==> config.mk <==
export PLATFORM = sky130hd
export DESIGN_NAME = negate_arbiter
export DESIGN_NICKNAME = d
export VERILOG_FILES = /design/src/rtl/negate_arbiter.sv
export SDC_FILE = /design/constraint.sdc
export NUM_CORES = 1
export LEC_CHECK = 0
export ABC_CLOCK_PERIOD_IN_PS = 2200
export CAP_MARGIN = 20
export CORE_ASPECT_RATIO = 1.4
export CORE_MARGIN = 5
export CORE_UTILIZATION = 35
export DETAILED_ROUTE_END_ITERATION = 10
export MAX_ROUTING_LAYER = met4
export PLACE_DENSITY_LB_ADDON = 0.08
export SYNTH_ARGS = -nofsm -noshare
export SYNTH_HDL_FRONTEND = slang
export SYNTH_SLANG_ARGS = --single-unit
export TNS_END_PERCENT = 5
==> constraint.sdc <==
create_clock -name clk -period 2.2 [get_ports clk]
set_clock_uncertainty 0.15 [all_clocks]
set_input_delay 0.44 -clock clk [delete_from_list [all_inputs] [get_ports clk]]
set_output_delay 0.44 -clock clk [all_outputs]
set_load 0.01 [all_outputs]
==> src/rtl/negate_arbiter.sv <==
// ============================================================================
//  Module      : negate_arbiter
//  Description : Round-robin front end for one shared negate_sign unit
//                (16-bit two's-complement negation). Operands arrive over
//                per-requester valid/ready handshakes. Each negated result is
//                returned over a single valid/ready result port, tagged with
//                the ID of the requester that sent the operand.
//  Revision    : 1.0 - initial release
// ----------------------------------------------------------------------------
//  Parameters
//    NREQ        number of requesters (2..8)
//    IDW         requester ID width, $clog2(NREQ)
//  Ports
//    clk         rising-edge clock
//    rst         asynchronous active-high reset
//    req_valid   [NREQ]     requester i has an operand pending
//    req_data    [16*NREQ]  operand of requester i in bits [16i+15:16i]
//    req_ready   [NREQ]     one-hot grant (combinational)
//    neg_in      [16]       to in_num of the shared negate_sign
//    neg_out     [16]       from out_num of the shared negate_sign
//    res_valid   result available
//    res_data    [16]       negated operand
//    res_id      [IDW]      issuing requester
//    res_ovf     operand was 16'h8000
//    res_ready   consumer accepts the result
//    busy        FSM is not idle
//  Build option
//    NEG_SAT_EN  when defined, 16'h8000 saturates to 16'h7FFF
// ============================================================================
`default_nettype none

module negate_arbiter #(
    parameter int NREQ = 4,
    parameter int IDW  = $clog2(NREQ)
) (
    input  logic                 clk,
    input  logic                 rst,
    input  logic [NREQ-1:0]      req_valid,
    input  logic [16*NREQ-1:0]   req_data,
    output logic [NREQ-1:0]      req_ready,
    output logic [15:0]          neg_in,
    input  logic [15:0]          neg_out,
    output logic                 res_valid,
    output logic [15:0]          res_data,
    output logic [IDW-1:0]       res_id,
    output logic                 res_ovf,
    input  logic                 res_ready,
    output logic                 busy
);

    localparam logic [15:0] C_MOST_NEG = 16'h8000;
    localparam logic [15:0] C_SAT_POS  = 16'h7FFF;

    typedef enum logic [1:0] {
        IDLE  = 2'd0,
        ISSUE = 2'd1,
        HOLD  = 2'd2
    } state_t;

    // ------------------------------------------------------------------
    // State
    // ------------------------------------------------------------------
    state_t          state_q,     state_d;
    logic [15:0]     op_q,        op_d;
    logic [IDW-1:0]  id_q,        id_d;
    logic [IDW-1:0]  last_gnt_q,  last_gnt_d;
    logic            res_valid_q, res_valid_d;
    logic [15:0]     res_data_q,  res_data_d;
    logic [IDW-1:0]  res_id_q,    res_id_d;
    logic            res_ovf_q,   res_ovf_d;

    // ------------------------------------------------------------------
    // Round-robin search: first valid requester at or after last_gnt+1
    // ------------------------------------------------------------------
    logic            gnt_any;
    logic [IDW-1:0]  gnt_idx;
    logic [15:0]     gnt_data;
    logic            gnt_window;   // FSM is able to accept an operand now
    logic            gnt_fire;

    always_comb begin
        logic [IDW-1:0] cand;
        gnt_any = 1'b0;
        gnt_idx = '0;
        cand    = '0;
        for (int k = 1; k <= NREQ; k++) begin
            cand = IDW'((int'(last_gnt_q) + k) % NREQ);
            if (!gnt_any && req_valid[cand]) begin
                gnt_any = 1'b1;
                gnt_idx = cand;
            end
        end
    end

    // Operand mux, driven only by the selected index.
    always_comb begin
        gnt_data = '0;
        for (int i = 0; i < NREQ; i++) begin
            if (gnt_idx == IDW'(i)) begin
                gnt_data = req_data[16*i +: 16];
            end
        end
    end

    // A new operand can be taken in IDLE, or in HOLD in the same cycle the
    // pending result leaves (back-to-back issue).
    assign gnt_window = (state_q == IDLE) || ((state_q == HOLD) && res_ready);
    assign gnt_fire   = gnt_window && gnt_any;

    always_comb begin
        req_ready = '0;
        for (int i = 0; i < NREQ; i++) begin
            req_ready[i] = gnt_fire && (gnt_idx == IDW'(i));
        end
    end

    // ------------------------------------------------------------------
    // Next-state logic
    // ------------------------------------------------------------------
    always_comb begin
        state_d     = state_q;
        op_d        = op_q;
        id_d        = id_q;
        last_gnt_d  = last_gnt_q;
        res_valid_d = res_valid_q;
        res_data_d  = res_data_q;
        res_id_d    = res_id_q;
        res_ovf_d   = res_ovf_q;

        case (state_q)
            IDLE: begin
                if (gnt_fire) begin
                    op_d       = gnt_data;
                    id_d       = gnt_idx;
                    last_gnt_d = gnt_idx;
                    state_d    = ISSUE;
                end
            end

            ISSUE: begin
`ifdef NEG_SAT_EN
                res_data_d = (op_q == C_MOST_NEG) ? C_SAT_POS : neg_out;
`else
                res_data_d = neg_out;
`endif
                res_ovf_d   = (op_q == C_MOST_NEG);
                res_id_d    = id_q;
                res_valid_d = 1'b1;
                state_d     = HOLD;
            end

            HOLD: begin
                // Result fields stay put until the consumer takes them.
                if (res_ready) begin
                    res_valid_d = 1'b0;
                    if (gnt_fire) begin
                        op_d       = gnt_data;
                        id_d       = gnt_idx;
                        last_gnt_d = gnt_idx;
                        state_d    = ISSUE;
                    end else begin
                        state_d = IDLE;
                    end
                end
            end

            default: begin
                state_d     = IDLE;
                res_valid_d = 1'b0;
            end
        endcase
    end

    // ------------------------------------------------------------------
    // Registers
    // ------------------------------------------------------------------
    always_ff @(posedge clk or posedge rst) begin
        if (rst) begin
            state_q     <= IDLE;
            op_q        <= '0;
            id_q        <= '0;
            // Priority pointer starts at the top so requester 0 wins first.
            last_gnt_q  <= IDW'(NREQ - 1);
            res_valid_q <= 1'b0;
            res_data_q  <= '0;
            res_id_q    <= '0;
            res_ovf_q   <= 1'b0;
        end else begin
            state_q     <= state_d;
            op_q        <= op_d;
            id_q        <= id_d;
            last_gnt_q  <= last_gnt_d;
            res_valid_q <= res_valid_d;
            res_data_q  <= res_data_d;
            res_id_q    <= res_id_d;
            res_ovf_q   <= res_ovf_d;
        end
    end

    // ------------------------------------------------------------------
    // Outputs
    // ------------------------------------------------------------------
    assign neg_in    = op_q;
    assign res_valid = res_valid_q;
    assign res_data  = res_data_q;
    assign res_id    = res_id_q;
    assign res_ovf   = res_ovf_q;
    assign busy      = (state_q != IDLE);

endmodule

`default_nettype wire

Word level (Yosys, flattened, before mapping)

Index checks and enable logic that the tools add are counted.
Widths: inputs -> output; s select.

Add/sub/neg operators: 4
Magnitude comparators: 4
Eq/ne operators: 8
Multiplexer cells: 35
Bitwise operators: 1
Reductions and logical operators: 20

Operators with widths:

| kind                 | number |
|---|---|
| $mux 16              | 6 |
| $pmux 16 s2          | 1 |
| $mux 2               | 10 |
| $eq 16x16->1 const B | 1 |
| $lt 2x3->1 const B   | 4 |
| $mux 1               | 10 |
| $logic_and 1x1->1    | 9 |
| $bmux 1 s2           | 4 |
| $pmux 2 s2           | 2 |
| $eq 2x2->1 const B   | 3 |
| $pmux 2 s3           | 1 |
| $reduce_and 2->1     | 3 |
| $add 2x1->2 const B  | 2 |
| $add 2x2->2 const B  | 2 |
| $eq 2x1->1 const B   | 2 |
| $logic_not 2->1      | 2 |
| $ne 2x2->1 const B   | 2 |
| $reduce_bool 2->1    | 2 |
| $logic_not 1->1      | 3 |
| $pmux 1 s3           | 1 |
| $logic_or 1x1->1     | 1 |
| $not 1->1            | 1 |

Bits in registers: 42
Bits of input ports: 87
Output and inout bits: 41
Logic and storage cells: 80

Longest topological paths before layout

Gate-level depths: netlist of the first run.

Depth in word-level cells: 21
Depth in mapped cells: 9
Depth with buffers taken out: 6

Worst setup path before layout of the first run

Ideal clock, no wire load.

Path kind: register to output
Start point: reg last_gnt_q[1]
End point: out req_ready[2]
Arrival time: 1.789 ns
Setup slack: -0.179 ns
Cell stages (with the launch flop): 9
Cells stage by stage: dfstp_2 -> buf_6 -> mux2i_1 -> o2bb2ai_2 -> o21ba_1 -> buf_6 -> buf_6 -> buf_6 -> nor2b_1

Cells in the longest elaborated chain, start to end: 15

Ends and longest elaborated chain:

| item                                                   | line     | source |
|---|---|---|
| from (decl)                                            | 66       | `logic [IDW-1:0] last_gnt_q, last_gnt_d;` |
| from (signal assigned)                                 | 183      | `last_gnt_q <= IDW'(NREQ - 1);` |
| from (signal assigned)                                 | 192      | `last_gnt_q <= last_gnt_d;` |
| $add 2x1->2                                            | 87       | `cand = IDW'((int'(last_gnt_q) + k) % NREQ);` |
| $bmux 1 s2                                             | 88       | `if (!gnt_any && req_valid[cand]) begin` |
| $mux 1 (not written as such)                           | 88       |  |
| $mux 1                                                 | 88       |  |
| $logic_not 1->1                                        | 88       |  |
| $logic_and 1x1->1                                      | 88       |  |
| $mux 1                                                 | 88       |  |
| $logic_not 1->1                                        | 88       |  |
| $logic_and 1x1->1                                      | 88       |  |
| $mux 1                                                 | 88       |  |
| $logic_not 1->1                                        | 88       |  |
| $logic_and 1x1->1                                      | 88       |  |
| $mux 2 / $mux 1 (equally long branches)                | 88       |  |
| $eq 2x2->1 / $logic_and 1x1->1 (equally long branches) | 113, 108 |  |
| $logic_and 1x1->1 (*)                                  | 113      | `req_ready[i] = gnt_fire && (gnt_idx == IDW'(i));` |
| to (decl)                                              | 40       | `output logic [NREQ-1:0] req_ready,` |

Every way passes the cells marked *; elsewhere a longest branch is shown, timed or not. The select of a mux whose other input is x is not followed.

Worst setup path after layout of the first run

Ends and elaborated chain as after synthesis.

==> results of run 1 <==
==> placed cells by master, fill, tap and decap left out, drive strengths merged, types with 2 or more instances in the layout <==
cell / n
o21a: 2
buf: 31
clkdlybuf4s50: 117
a221o: 17
dlygate4sd2: 4
nor2b: 3
nand2b: 3
clkbuf: 6
mux2: 34
a21o: 2
nor2: 10
nand2: 6
mux2i: 17
nand3: 32
o21ai: 2
inv: 3
dfstp: 2
clkinv: 3
dfrtp: 40
a21oi: 2
nor4: 3
==> metrics by stage <==
stage	worst slack [ns]	hold slack, ns
floorplan	-0.0736	0.291
global placement	-0.642	0.306
detailed placement	-0.698	0.324
CTS	-0.123	0.337
global route	-0.220	0.369
finish	-0.118	0.323
==> layer usage <==
metal	wire length, um	share of wire [%]
met5	0	0
met3	411	5.8
met2	3840	54
met1	2810	39
met4	69	0.97
==> registers in the layout, indices dropped and copies added (netlist names) <==
name and flops:
last_gnt_q 2, state_q 2, id_q 2, neg_in 16
res_ovf 1, res_valid 1, res_data 16, res_id 2
==> worst paths after layout <==
kind	slack, ns	end	startpoint	depth (start not counted)
hold reg to reg	0.34	id_q[1]	id_q[1]	2
setup reg to reg	-0.07	neg_in[8]	last_gnt_q[1]	6
min in group clk	0.34	id_q[1]	id_q[1]	2
max in group asynchronous	1.08	neg_in[8]	rst	3
hold / removal	0.32	res_data[0]	rst	2
setup / recovery	-0.12	req_ready[2]	last_gnt_q[1]	5
==> power by group through the flow <==
stage / Sequential (uW) / Clock, uW / Combinational, uW
floorplan: 1560 / 0 / 1500
global placement: 1440 / 0 / 2840
detailed placement: 1450 / 0 / 2880
CTS: 1450 / 499 / 3060
global route: 1500 / 533 / 3250
finish: 1440 / 475 / 3010
==> worst max-delay path, delay by kind of cell (launching register included) <==
family,cells,cell delay [ns]
DFF,1,0.59
AOI/OAI and AO/OA,2,0.35
buffers and inverters,1,0.10
and+or+nand+nor,1,0.15
muxes,1,0.25
==> kinds of logic (layout without fill, tap and decap cells) <==
logic type | after synthesis | count (layout) | share of synthesized area (%)
flops | 42 | 42 | 45.2
compound gates | 28 | 28 | 10.8
simple gates | 63 | 63 | 13.6
mux | 51 | 51 | 25.3
buf+inv | 20 | 166 | 4.99
==> area by class of cell <==
type                       count  area share, %
multi-input combinational    142           30.8
clock inverter                 2          0.252
sequential                    42           26.6
inverter                       4          0.378
clock buffer                   6           1.83
timing repair buffer         154           37.8
tap                           74           2.33
==> repair_timing <==
| action | CTS | global route |
|---|---|---|
| pin swaps | 21 | 3 |
| hold endpoints to repair | 0 | 0 |
| setup endpoints to repair | 20 | 21 |
| resized for setup | 35 | 2 |
| gates cloned | 1 | 0 |
| setup buffers | 6 | 0 |
==> impl_metrics.env, run 1 <==
export IMPL_place_congestion=0.780
export IMPL_worstMarginPinSlew_ns=0.431
export IMPL_avgSynthCellArea_um2=11.4
export IMPL_hold_viol_final=0
export IMPL_multi_input_area_um2=1220
export IMPL_dieArea_um2=8410
export IMPL_routed_wl_mm=7.12
export IMPL_synth_nets=291
export IMPL_area_growth_syn_to_layout_pct=70.3
export IMPL_initialDrtViolationCount=68
export IMPL_setup_ws_ns=-0.118
export IMPL_chipWidth_um=79.0
export IMPL_worst_endpoint_required_ns=1.61
export IMPL_vias=2164
export IMPL_postPlaceCellArea_um2=3780
export IMPL_startpoint_type="register"
export IMPL_finalSetupTns_ns=-1.14
export IMPL_crit_type="register to output port"
export IMPL_met1_usage_pct=19.9
export IMPL_synth_most_common_cell="dfrtp_1"
export IMPL_synth_area_leaders="dfrtp_1 (43%), mux2_2 (12%), a221o_1 (7.3%)"
export IMPL_syn_inst=204
export IMPL_clock_sinks=42
export IMPL_holdBufCountCts=0
export IMPL_grt_pass1_vias=2282
export IMPL_cts_buffers_inserted=5
export IMPL_grt_util_all_layers_pct=17.9
export IMPL_p_int_uw=3160
export IMPL_synth_top_cell_by_area="dfrtp_1"
export IMPL_clockPowerShare_pct=9.6
export IMPL_gr_usage_met3_pct=3.98
export IMPL_insertedDiodeCount=0
export IMPL_power_frac_comb_pct=61.1
export IMPL_first_pass_iters=4
export IMPL_seqCellArea_um2=1050
export IMPL_cts_max_level=2
export IMPL_p_total_uw=4930
export IMPL_fillers=562
export IMPL_cp_slowest_cell="dfstp_2"
export IMPL_drive_gt1_share_pct=24.3
export IMPL_synth_common_cells="dfrtp_1 (40), nand3_1 (32), mux2_2 (24)"
export IMPL_final_util_pct=60.8
export IMPL_swShare_pct=35.8
export IMPL_synth_seq_area_share_pct=45.2
export IMPL_grt_setup_unrepaired="true"
export IMPL_ys_flop_type="dfrtp_1"
export IMPL_p_per_area_nw_per_um2=1240
export IMPL_grt_pass1_wl_mm=11.5
export IMPL_path_cells="mux2i_1, o2bb2ai_2, o21ba_4, nor2b_4, buf_6"
export IMPL_instances_no_fill=424
export IMPL_synth_top_area_share_pct=43.0
export IMPL_root_buffer="clkbuf_8"
export IMPL_ios=128
export IMPL_maxSlewViolCount=0
export IMPL_clk_pin_slew_worst_paths_ns=0.08
export IMPL_grt_met2_usage_pct=32.3
export IMPL_ys_warn_count=0
export IMPL_final_area_um2=3970
export IMPL_drc=0
export IMPL_end_kind="output port"
export IMPL_die_y_um=107
export IMPL_cts_tree="built"
export IMPL_nNetsFinal=436
export IMPL_grt_ovfl_total=0
export IMPL_synth_distinct_cells=31
export IMPL_core_area_um2=6530
export IMPL_max_cap_viol_count=0
export IMPL_failed_checks="negative setup slack"
export IMPL_wl_per_cell_um=16.8
export IMPL_synthArstFlopShare_pct=100
export IMPL_routed_via_density=5.10
export IMPL_critPathMaxStageDelay_ns=0.59
export IMPL_switchingPower_uw=1770
export IMPL_dp_hpwl_mm=5.41
export IMPL_slew_limit_headroom_pct=71.2
export IMPL_status="finished with violations"
export IMPL_min_period_ns=2.32
export IMPL_post_place_cells=409
export IMPL_clk_latency_ns=0.28
export IMPL_finalSetupViolCount=20
export IMPL_num_rows=35
export IMPL_synth_edf_count=0
export IMPL_power_frac_seq_pct=29.3
export IMPL_synth_seq_cells=42
export IMPL_cts_buffer_depth=2
export IMPL_io_buffers=127
export IMPL_start_util_pct=35.7
export IMPL_antenna_found_initial=0
export IMPL_post_route_period_util_pct=105
export IMPL_gr_max_usage_layer="met2"
export IMPL_arrival_ns=1.73
export IMPL_hold_class="input pin to asynchronous set/reset pin"
export IMPL_max_vdd_ir_drop_mv=0.572
export IMPL_ant_nets=0
export IMPL_worstPathMaxFanout=5
export IMPL_fmax_ghz=0.431
export IMPL_grt_max_degree=36
export IMPL_p_leak_uw=0.00172
export IMPL_synth_cell_area_um2=2330
Power figures use the tool's default switching activity.
==> inputs of run 2 (changes only) <==
--- a/config.mk
+++ b/config.mk
@@ -5,11 +5,10 @@
 export SDC_FILE = /design/constraint.sdc
 export NUM_CORES = 1
 export LEC_CHECK = 0
-export ABC_CLOCK_PERIOD_IN_PS = 2200
+export ABC_CLOCK_PERIOD_IN_PS = 2420
 export CAP_MARGIN = 20
-export CORE_ASPECT_RATIO = 1.4
 export CORE_MARGIN = 5
-export CORE_UTILIZATION = 35
+export CORE_UTILIZATION = 39
 export DETAILED_ROUTE_END_ITERATION = 10
 export MAX_ROUTING_LAYER = met4
 export PLACE_DENSITY_LB_ADDON = 0.08
==> constraint.sdc (replaced) <==
create_clock -name clk -period 2.42 [get_ports clk]
set_clock_uncertainty 0.15 [all_clocks]
set_input_delay 0.484 -clock clk [delete_from_list [all_inputs] [get_ports clk]]
set_output_delay 0.484 -clock clk [all_outputs]
set_load 0.01 [all_outputs]
==> run 2 against run 1 <==
Effect of this change:
- the flow now finishes without violations
- non-clock buffer count fell by 9
- count of clock-buffer cells in the layout unchanged
- flip-flop and latch count stayed put
- first-iteration DRC count increased by 10%
- design area down 2.6%
==> impl_metrics.env, run 2 (synthesized netlist as in run 1, its figures left out) <==
export IMPL_grt_max_degree=43
export IMPL_first_pass_iters=4
export IMPL_whs_path_depth=2
export IMPL_slew_limit_headroom_pct=77.4
export IMPL_hold_class="register to register"
export IMPL_min_to="id_q[1]"
export IMPL_antenna_found_initial=0
export IMPL_p_per_area_nw_per_um2=1120
export IMPL_drive_gt1_share_pct=22.9
export IMPL_holdBufCountCts=0
export IMPL_startpoint_type="register"
export IMPL_pre_cts_slack_ns=-0.548
export IMPL_final_util_pct=66.0
export IMPL_cp_slowest_cell="dfstp_2"
export IMPL_mostFrequentLayoutCell="clkdlybuf4s50_1"
export IMPL_cp_top_family="compound AO/OA/AOI/OAI gates"
export IMPL_grt_util_all_layers_pct=17.9
export IMPL_io_buffers=127
export IMPL_path_buf_inv=1
export IMPL_clk_pin_slew_worst_paths_ns=0.09
export IMPL_switchingPower_uw=1560
export IMPL_routed_wl_mm=6.46
export IMPL_critPathMaxStageDelay_ns=0.55
export IMPL_p_leak_uw=0.00164
export IMPL_dp_hpwl_mm=5.06
export IMPL_grt_ovfl_total=0
export IMPL_r2r_slack_ns=0.09
export IMPL_cts_max_level=2
export IMPL_p_int_uw=2780
export IMPL_status="complete, no violations"
export IMPL_power_frac_comb_pct=59.1
export IMPL_r2r_end="neg_in[5]"
export IMPL_start_util_pct=39.8
export IMPL_worstMarginPinSlew_ns=0.340
export IMPL_cts_tree="built"
export IMPL_end_kind="register"
export IMPL_max_cap_viol_count=0
export IMPL_num_rows=28
export IMPL_reg2reg_depth=6
export IMPL_core_area_um2=5850
export IMPL_postPlaceCellArea_um2=3750
export IMPL_fmax_ghz=0.429
export IMPL_routed_via_density=5.08
export IMPL_initialDrtViolationCount=75
export IMPL_wl_per_cell_um=15.5
export IMPL_swShare_pct=35.9
export IMPL_post_route_period_util_pct=96.3
export IMPL_clk_latency_ns=0.30
export IMPL_grt_setup_unrepaired="true"
export IMPL_ios=128
export IMPL_arrival_ns=2.36
export IMPL_worst_endpoint_required_ns=2.45
export IMPL_setup_ws_ns=0.0886
export IMPL_die_y_um=87.3
export IMPL_cts_buffer_depth=2
export IMPL_layout_common_cells="clkdlybuf4s50_1 (118), dfrtp_1 (40), nand3_1 (32)"
export IMPL_timing_rr_start="last_gnt_q[1]"
export IMPL_drc=0
export IMPL_post_cts_buffers=0
export IMPL_grt_pass1_vias=2211
export IMPL_clockPowerShare_pct=11.0
export IMPL_place_congestion=0.830
export IMPL_worstPathMaxFanout=21
export IMPL_ant_nets=0
export IMPL_maxSlewViolCount=0
export IMPL_clock_sinks=42
export IMPL_root_buffer="clkbuf_8"
export IMPL_nNetsFinal=427
export IMPL_area_growth_syn_to_layout_pct=65.8
export IMPL_chipWidth_um=87.3
export IMPL_insertedDiodeCount=0
export IMPL_hold_viol_final=0
export IMPL_cts_buffers_inserted=5
export IMPL_vias=2112
export IMPL_max_vdd_ir_drop_mv=0.625
export IMPL_final_area_um2=3860
export IMPL_path_cells="mux2i_1, o2bb2ai_2, o21ba_4, buf_6, mux2_4, a221o_1"
export IMPL_power_frac_seq_pct=29.9
export IMPL_crit_type="register to register"
export IMPL_dieArea_um2=7620
export IMPL_finalSetupViolCount=0
export IMPL_holdCritStartpoint="id_q[1]"
export IMPL_min_period_ns=2.33
export IMPL_p_total_uw=4340
export IMPL_grt_pass1_wl_mm=10.3
==> run 2: worst max path at each step <==
stage | end | cells after the start | slack, ns | startpoint
2_1_floorplan | req_ready[2] | 8 | 0.04 | last_gnt_q[1]
3_3_place_gp | req_ready[0] | 6 | -0.54 | res_ready
3_5_place_dp | req_ready[0] | 6 | -0.55 | req_valid[1]
4_1_cts | req_ready[2] | 6 | 0.06 | last_gnt_q[1]
5_1_grt | req_ready[1] | 6 | -0.03 | last_gnt_q[1]
6_report | neg_in[5] | 6 | 0.09 | last_gnt_q[1]
==> run 2: per-stage QoR <==
stage          cells  TNS, ns  hold WS [ns]
3_3_place_gp     408    -7.84         0.310
5_1_grt          416  -0.0728         0.375
2_1_floorplan    204        0         0.291
4_1_cts          416        0         0.342
6_report         416        0         0.336
3_5_place_dp     408    -8.08         0.320
==> run 2: repair_timing <==
item,in CTS,in global routing
setup endpoints to repair,17,5
resized for setup,31,0
pin swaps,4,0
==> run 2: per-layer routing <==
| metal | up-vias | part of all wire, % | track usage [%] |
|---|---|---|---|
| met1 | 996 | 40 | 20.8 |
| li1 | 1028 | - | - |
| met2 | 82 | 51 | 29.8 |
| met4 | 0 | 0.90 | 5.72 |
| met3 | 6 | 8.3 | 5.30 |
| met5 | - | 0 | - |
==> run 2: final cells by class <==
type / instances / area, um^2
sequential: 42 / 1050
clock buffer: 6 / 82.6
multi-input combinational: 142 / 1200
tap: 75 / 93.8
inverter: 4 / 16.3
timing repair buffer: 145 / 1410
fill: 491 / 1990
clock inverter: 2 / 12.5
==> run 2: power groups by stage <==
stage	combinational (uW)	sequential (uW)	clock, uW
after floorplan	1320	1420	0
after global placement	2550	1300	0
after detailed placement	2570	1320	0
after CTS	2600	1300	495
after global routing	2770	1360	529
final	2560	1300	477
==> run 2: tightest hold or removal path, cell delays in order, from the launching register on <==
cell     delay [ns]
dfrtp_1        0.35
nand2_1        0.05
nand2_1        0.05
==> inputs of run 3 (changes only) <==
--- a/config.mk
+++ b/config.mk
@@ -8,7 +8,7 @@
 export ABC_CLOCK_PERIOD_IN_PS = 2420
 export CAP_MARGIN = 20
 export CORE_MARGIN = 5
-export CORE_UTILIZATION = 39
+export CORE_UTILIZATION = 25
 export DETAILED_ROUTE_END_ITERATION = 10
 export MAX_ROUTING_LAYER = met4
 export PLACE_DENSITY_LB_ADDON = 0.08
==> run 3 against run 2 <==
Effect of this change:
- clock power grew 1%
- fmax decreased by 2.9%
- wire length is 11% higher
- critical path depth is 1 higher
==> impl_metrics.env, run 3 (synthesized netlist as in run 1, its figures left out) <==
export IMPL_status="complete, no violations"
export IMPL_post_route_period_util_pct=99.2
export IMPL_core_area_um2=9150
export IMPL_cp_slowest_cell="dfstp_2"
export IMPL_crit_type="register to output port"
export IMPL_finalSetupViolCount=0
export IMPL_p_total_uw=4550
export IMPL_setup_ws_ns=0.0194
export IMPL_io_buffers=127
export IMPL_maxSlewViolCount=0
export IMPL_grt_max_degree=36
export IMPL_worstMarginPinSlew_ns=0.446
export IMPL_antenna_found_initial=0
export IMPL_first_pass_iters=4
export IMPL_multi_input_area_um2=1210
export IMPL_crit_path_end="req_ready[2]"
export IMPL_root_buffer="clkbuf_8"
export IMPL_seqCellArea_um2=1050
export IMPL_slew_limit_headroom_pct=70.1
export IMPL_max_cap_viol_count=0
export IMPL_r2r_slack_ns=0.12
export IMPL_grt_pass1_wl_mm=12.0
export IMPL_holdBufCountCts=0
export IMPL_ant_nets=0
export IMPL_arrival_ns=1.77
export IMPL_grt_pass1_vias=2352
export IMPL_r2r_end="neg_in[15]"
export IMPL_hold_viol_final=0
export IMPL_reg2reg_depth=8
export IMPL_end_kind="output port"
export IMPL_max_vdd_ir_drop_mv=0.365
export IMPL_insertedDiodeCount=0
export IMPL_clock_sinks=42
export IMPL_p_leak_uw=0.00171
export IMPL_worstSetupStartpoint="last_gnt_q[1]"
export IMPL_pre_cts_slack_ns=-0.673
export IMPL_fillers=903
export IMPL_area_growth_syn_to_layout_pct=73.2
export IMPL_finalSetupTns_ns=0
export IMPL_mostFrequentLayoutCell="clkdlybuf4s50_1"
export IMPL_num_rows=35
export IMPL_critPathMaxStageDelay_ns=0.56
export IMPL_cts_max_level=2
export IMPL_clk_latency_ns=0.29
export IMPL_grt_ovfl_total=0
export IMPL_layout_common_cells="clkdlybuf4s50_1 (118), dfrtp_1 (40), nand3_1 (32)"
export IMPL_die_y_um=107
export IMPL_routed_wl_mm=7.15
export IMPL_cts_buffer_depth=2
export IMPL_dp_hpwl_mm=5.57
export IMPL_dieArea_um2=11300
export IMPL_wl_per_cell_um=15.3
export IMPL_startpoint_type="register"
export IMPL_hold_class="input pin to asynchronous set/reset pin"
export IMPL_initialDrtViolationCount=57
export IMPL_ios=128
export IMPL_cp_common_cell="buf_4"
export IMPL_min_period_ns=2.40
export IMPL_drc=0
export IMPL_nNetsFinal=441
export IMPL_chipWidth_um=107
export IMPL_start_util_pct=25.5
export IMPL_timing_rr_start="last_gnt_q[1]"
export IMPL_grt_util_all_layers_pct=13.5
export IMPL_place_congestion=0.725
export IMPL_cts_buffers_inserted=5
export IMPL_path_cells="buf_6, buf_4, buf_4, o2bb2ai_2, o21ba_4, nor2b_2, buf_2"
export IMPL_vias=2145
export IMPL_worst_endpoint_required_ns=1.79
export IMPL_drive_gt1_share_pct=25.6
export IMPL_fmax_ghz=0.417
export IMPL_cts_tree="built"
export IMPL_grt_setup_unrepaired="true"
export IMPL_routed_via_density=4.60
export IMPL_p_per_area_nw_per_um2=1130
export IMPL_worstPathMaxFanout=6
export IMPL_clk_pin_slew_worst_paths_ns=0.09
[run 3: repair_timing]
action                     in CTS  in global routing
gates resized for setup        28                  7
pin swaps                       5                  3
buffers inserted                6                  2
setup endpoints to repair      19                 14
[run 3: cell type report]
class | instances | area share, %
flip-flops and latches | 42 | 26.1
multi-input cells | 142 | 29.9
clock buffers | 6 | 2.05
clock inverters | 2 | 0.310
inverters | 4 | 0.372
well taps | 111 | 3.44
repair buffers | 159 | 37.8
[run 3: worst min-delay path by stage]
stage / start / to / slack (ns) / depth (start not counted)
2_1_floorplan: id_q[1] / id_q[1] / 0.29 / 2
3_3_place_gp: id_q[1] / id_q[1] / 0.32 / 2
3_5_place_dp: id_q[1] / id_q[1] / 0.33 / 2
4_1_cts: rst / res_data[0] / 0.33 / 2
5_1_grt: rst / res_data[0] / 0.36 / 2
6_report: rst / res_data[0] / 0.33 / 2
[run 3: metrics by stage]
| step | hold WS (ns) | std cells | area, um^2 | util (%) |
|---|---|---|---|---|
| after floorplan | 0.291 | 204 | 2330 | - |
| after global placement | 0.322 | 450 | 3840 | 42.0 |
| after detailed placement | 0.325 | 450 | 3840 | 42.0 |
| after CTS | 0.330 | 464 | 4000 | 43.7 |
| after global routing | 0.358 | 466 | 4040 | 44.1 |
| final | 0.326 | 466 | 4040 | 44.1 |
[run 3: critical path, delay by kind of cell, from the launching register on]
kind | cells | cell delay (ns)
flops | 1 | 0.56
compound gates | 2 | 0.31
buf+inv | 4 | 0.44
simple gates | 1 | 0.15
[run 3: report_power, final]
part           switching, uW  leakage (uW)  internal, uW  total [uW]
registers                220      0.000501          1070        1290
logic                   1150       0.00117          1630        2780
clock network            254     0.0000472           230         483
total                   1630       0.00171          2930        4550
[run 3: metal layers]
| metal | wire length (um) | part of all wire [%] | GRT usage, % | up-vias |
|---|---|---|---|---|
| li1 | - | - | - | 1055 |
| met1 | 3520 | 49 | 18.7 | 996 |
| met2 | 3090 | 43 | 19.9 | 89 |
| met3 | 464 | 6.5 | 3.22 | 5 |
| met4 | 72 | 1.0 | 3.29 | 0 |
| met5 | 0 | 0 | - | - |
